**config.mk**
```make
export PLATFORM = sky130hd
export DESIGN_NAME = lib_len_to_keep
export DESIGN_NICKNAME = d
export VERILOG_FILES = /design/src/rtl/lib_len_to_keep.sv
export SDC_FILE = /design/constraint.sdc
export NUM_CORES = 1
export LEC_CHECK = 0
export BUFFER_PORTS_ARGS = -buffer_cell sky130_fd_sc_hd__clkbuf_2
export CORE_ASPECT_RATIO = 1.25
export CORE_MARGIN = 5
export CORE_UTILIZATION = 49
export DETAILED_ROUTE_END_ITERATION = 12
export PLACE_DENSITY = 0.81
export SETUP_SLACK_MARGIN = 0.3
export SLEW_MARGIN = 0
export SYNTH_ARGS = -nofsm -noshare
export SYNTH_HDL_FRONTEND = slang
export SYNTH_SLANG_ARGS = --single-unit
```
**constraint.sdc**
```tcl
create_clock -name clk -period 5.8 [get_ports clk]
set_input_delay 1.16 -clock clk [delete_from_list [all_inputs] [get_ports clk]]
set_output_delay 1.16 -clock clk [all_outputs]
set_load 0.02 [all_outputs]
```
**src/rtl/lib_len_to_keep.sv**
```systemverilog
// Frame beat generator: turns a byte length into per-beat keep masks with
// first/last flags and a beat index, one registered token per bus beat.

module lib_bin_to_vld #(
  parameter int W = 8
) (
  input  logic [$clog2(W)-1:0] bin,
  output logic [W-1:0]         vld
);

  localparam int BW = $clog2(W);

  always_comb begin
    vld = '0;
    for (int i = 0; i < W; i++) begin
      vld[i] = (BW'(i) <= bin);
    end
  end

endmodule

module lib_len_to_keep #(
  parameter int BYTES_PER_BEAT = 8,
  parameter int LEN_WIDTH      = 16
) (
  input  logic                                          clk,
  input  logic                                          rstn,
  input  logic                                          len_vld,
  output logic                                          len_rdy,
  input  logic [LEN_WIDTH-1:0]                          len,
  output logic                                          out_vld,
  input  logic                                          out_rdy,
  output logic [BYTES_PER_BEAT-1:0]                     out_keep,
  output logic                                          out_first,
  output logic                                          out_last,
  output logic [LEN_WIDTH-$clog2(BYTES_PER_BEAT)-1:0]   out_cnt,
  output logic                                          busy,
  output logic                                          zero_len_err
);

  localparam int LOG2B = $clog2(BYTES_PER_BEAT);
  localparam int CNT_W = LEN_WIDTH - LOG2B;
  localparam int REM_W = CNT_W + 1;

  typedef enum logic {IDLE, RUN} state_t;

  state_t                    state, state_nxt;
  logic [REM_W-1:0]          beats_rem_p1, beats_rem_nxt;
  logic [LOG2B-1:0]          last_bin_p1, last_bin_nxt;
  logic                      vld_nxt, first_nxt, last_nxt, zerr_nxt;
  logic [BYTES_PER_BEAT-1:0] keep_nxt, keep_last;
  logic [CNT_W-1:0]          cnt_nxt;

  logic                      len_acc, len_nz, start, beat_take, last_take;
  logic [LEN_WIDTH:0]        len_sum;
  logic [REM_W-1:0]          beats_new;
  logic [LOG2B-1:0]          bin_new, keep_bin;

  assign beat_take = out_vld & out_rdy;
  assign last_take = beat_take & out_last;
  assign len_rdy   = (state == IDLE) | last_take;
  assign len_acc   = len_vld & len_rdy;
  assign len_nz    = |len;
  assign start     = len_acc & len_nz;
  assign busy      = (state == RUN);

  // Beat count rounds up; the extra MSB holds the full 2^CNT_W case.
  assign len_sum   = {1'b0, len} + (LEN_WIDTH+1)'(BYTES_PER_BEAT - 1);
  assign beats_new = len_sum[LEN_WIDTH:LOG2B];
  assign bin_new   = len[LOG2B-1:0] - LOG2B'(1);

  // One mask decoder serves both a fresh single-beat frame and the tail beat.
  assign keep_bin  = start ? bin_new : last_bin_p1;

  lib_bin_to_vld #(.W(BYTES_PER_BEAT)) u_bin_to_vld (
    .bin (keep_bin),
    .vld (keep_last)
  );

  always_comb begin
    state_nxt     = state;
    vld_nxt       = out_vld;
    keep_nxt      = out_keep;
    first_nxt     = out_first;
    last_nxt      = out_last;
    cnt_nxt       = out_cnt;
    beats_rem_nxt = beats_rem_p1;
    last_bin_nxt  = last_bin_p1;
    zerr_nxt      = len_acc & ~len_nz;

    if (start) begin
      state_nxt     = RUN;
      vld_nxt       = 1'b1;
      first_nxt     = 1'b1;
      cnt_nxt       = '0;
      beats_rem_nxt = beats_new;
      last_bin_nxt  = bin_new;
      last_nxt      = (beats_new == REM_W'(1));
      keep_nxt      = (beats_new == REM_W'(1)) ? keep_last : '1;
    end else if (state == RUN && beat_take) begin
      if (out_last) begin
        state_nxt     = IDLE;
        vld_nxt       = 1'b0;
        keep_nxt      = '0;
        first_nxt     = 1'b0;
        last_nxt      = 1'b0;
        cnt_nxt       = '0;
        beats_rem_nxt = '0;
      end else begin
        beats_rem_nxt = beats_rem_p1 - REM_W'(1);
        cnt_nxt       = out_cnt + CNT_W'(1);
        first_nxt     = 1'b0;
        last_nxt      = (beats_rem_p1 == REM_W'(2));
        keep_nxt      = (beats_rem_p1 == REM_W'(2)) ? keep_last : '1;
      end
    end
  end

  // Output stage: registered token, held while the consumer stalls
  always_ff @(posedge clk or negedge rstn) begin
    if (!rstn) begin
      state        <= IDLE;
      out_vld      <= 1'b0;
      out_keep     <= '0;
      out_first    <= 1'b0;
      out_last     <= 1'b0;
      out_cnt      <= '0;
      beats_rem_p1 <= '0;
      last_bin_p1  <= '0;
      zero_len_err <= 1'b0;
    end else begin
      state        <= state_nxt;
      out_vld      <= vld_nxt;
      out_keep     <= keep_nxt;
      out_first    <= first_nxt;
      out_last     <= last_nxt;
      out_cnt      <= cnt_nxt;
      beats_rem_p1 <= beats_rem_nxt;
      last_bin_p1  <= last_bin_nxt;
      zero_len_err <= zerr_nxt;
    end
  end

endmodule

```
==> run metrics <==
max_cap viols 0; vias per cell 6.296; DP Area 3094 um2; leakage 1.300 nW; share of layout cells above drive strength 1 20.27%; Post-Route Utilization between 50% and 60%; Fmax 0.2727 GHz; RD Place Congestion around 0.94; Final Hold Vio Count 0; Synth Instances 337; reg-to-reg slack, setup 3.33 ns; synthesized area 2905 um2; total grt overflow 0; Die X 78.87 um; core area 5779 um2; status completed; hpwl dp 5.288 mm; via count 2745; Power, Total 938.6 uW; syn_area_per_cell roughly 8.6 um2; port buffer count between 40 and 50; post-CTS sizing 0; H-tree depth 2; DRT Wirelength 7.188 mm; Antenna diodes 0; WP data arrival 3.88 ns; DIE AREA around 7600 um2; first-pass GRT wire length 12.19 mm; P&R area growth vs syn 10.29%; dpl cells 428; start point of the critical path len[0]; r2r endpoint out_keep[3]$_DFFE_PN0P_; Clk pwr share 24.8%; initial antenna violation count 0; Sw Ratio 37.07%; Post-synth top cells nand2_1 (43), dfrtp_1 (42), a21oi_1 (25); setup ws final 2.133 ns; Inserted Clock Buffers 5; hold_buf cts 0; worst-path fanout max 25; top-area cell type share of the netlist area roughly 36%; skew final 0.01177 ns; Nets 393; WS Path Type in -> reg; clk root buf clkbuf_8; top_reg_cell synth dfrtp_1; combinational share of power 30.8%; Hold Crit Class reg -> reg; Peak VDD IR between 0.1 and 0.15 mV; CTS tree done; vias in the first global route around 2600; final cell count without fillers 436; unrepaired setup endpoints after global routing no; buffer count from post-CTS setup fixing 0; Synth cell types 58; register area share after synthesis 36.18%; DRC errors left 0; Core Rows 31; starting density of the core 50.27%; clk_lat worst skew 0.30 ns; final setup vio count 0; Ys Warns 0; I/O pin cnt 47; CP startpoint kind input pin; register bit total from synthesis 42; Clock Path Buffers 2; cell taking the most area after synthesis dfrtp_1; Setup crit end kind flip-flop; sequential share of power 44.4%; Switch Pwr about 350 uW; Avg WL per Cell 16.49 um; reg2reg path depth 7; top-count cell post-synth nand2_1; Post-DRT Antenna Nets 0; Max Transition Viols Final 0; Starting DRT DRC Count roughly 200; FF-to-FF Start beats_rem_p1[0]$_DFFE_PN0P_; worst hold slack 0.5044 ns; Synth async-reset ratio 100.0%; worst slew pin tran 1.050 ns; Fin Setup TNS 0 ns; Critical Path RT 6.02 ns; dpl ws 1.815 ns; Tmin final around 3.7 ns; number of synthesized flops with an enable pin 0; ranking of synthesized cells by area dfrtp_1 (36%), nand2_1 (5.6%), a21oi_1 (4.3%); Layout Cell Area excl Fill 3204 um2; Sink Count 42; Die Y slightly below 100 um; largest net degree at the start of global routing 43; syn nets around 360; power per standard cell area 292.9 nW/um2; slew margin rel. 29.98%; final period utilization 63.22%; critical path endpoint out_cnt[11]$_DFFE_PN0P_; All-Layer GR Usage 19.98%; DRT Pass-1 Iters 5; Int Pwr 590.7 uW; clk slew on worst S/H paths 0.08 ns
[per-layer routing]
layer  part of all wire, %  vias to the layer above  global-route usage [%]
met4                   1.8                        0                   6.734
li1                      -                     1326                       -
met1                    43                     1312                   24.85
met3                   6.0                       13                   3.652
met5                     0                        -                       0
met2                    49                       94                   34.99
[worst min path at each step]
stage	from	to	slack (ns)	cells after the start
after detailed placement	out_first$_DFFE_PN0P_	out_first$_DFFE_PN0P_	0.49	2
final	out_first$_DFFE_PN0P_	out_first$_DFFE_PN0P_	0.50	2
after global routing	out_keep[0]$_DFFE_PN0P_	out_keep[0]$_DFFE_PN0P_	0.54	2
after global placement	out_first$_DFFE_PN0P_	out_first$_DFFE_PN0P_	0.47	2
after CTS	out_first$_DFFE_PN0P_	out_first$_DFFE_PN0P_	0.51	2
after floorplan	last_bin_p1[2]$_DFF_PN0_	last_bin_p1[2]$_DFF_PN0_	0.50	2
[sequential cells by signal, indices dropped and copies added, names as in the netlist]
register,count
out_keep,8
beats_rem_p1,14
out_cnt,13
zero_len_err,1
out_first,1
busy,1
out_last,1
last_bin_p1,3
[cell type report]
cell class	instances	area [um2]
tap	66	82.58
sequential	42	1051
fill	527	2575
multi-input combinational	266	1697
timing repair buffer	47	237.7
clock inverter	2	37.54
inverter	7	26.28
clock buffer	6	72.57
[cell families (layout without fill, tap and decap cells)]
family          count (synthesis)  after routing  share of synthesized area, %
buf+inv                        29             62                         5.426
fa+ha+maj                       4              4                         1.723
xor+xnor                       16             16                         4.823
mux                             8              8                         2.885
compound gates                 88             88                         21.88
flops                          42             42                         36.18
simple gates                  150            150                         27.09
[critical path, stage by stage]
cell and delay, ns:
clkbuf_2 0.14, inv_1 0.07, ha_1 0.25, or4b_1 0.45, or4_4 0.55, nand2_1 0.64
o21ai_1 0.40, a21oi_1 0.22
[layout by cell type, fill, tap and decap left out, types with 6 or more instances in the layout]
master / n
clkbuf_2: 46
xor2_1: 10
xnor2_1: 6
nor3_1: 8
or4_1: 13
nand3_1: 17
o31ai_1: 6
nor2_1: 24
nand2_1: 43
nand4_1: 6
inv_1: 7
nor4_1: 8
o21ai_0: 13
dfrtp_1: 42
a22oi_1: 6
a21oi_1: 25
[power groups by stage]
stage | Clock [mW] | Combinational (mW) | Sequential (mW)
after CTS | 0.235 | 0.291 | 0.416
final | 0.233 | 0.289 | 0.417
after global routing | 0.248 | 0.324 | 0.427
after detailed placement | 0 | 0.290 | 0.421
after floorplan | 0 | 0.187 | 0.436
after global placement | 0 | 0.283 | 0.418
Note: power is estimated with default switching activity, not from simulation.
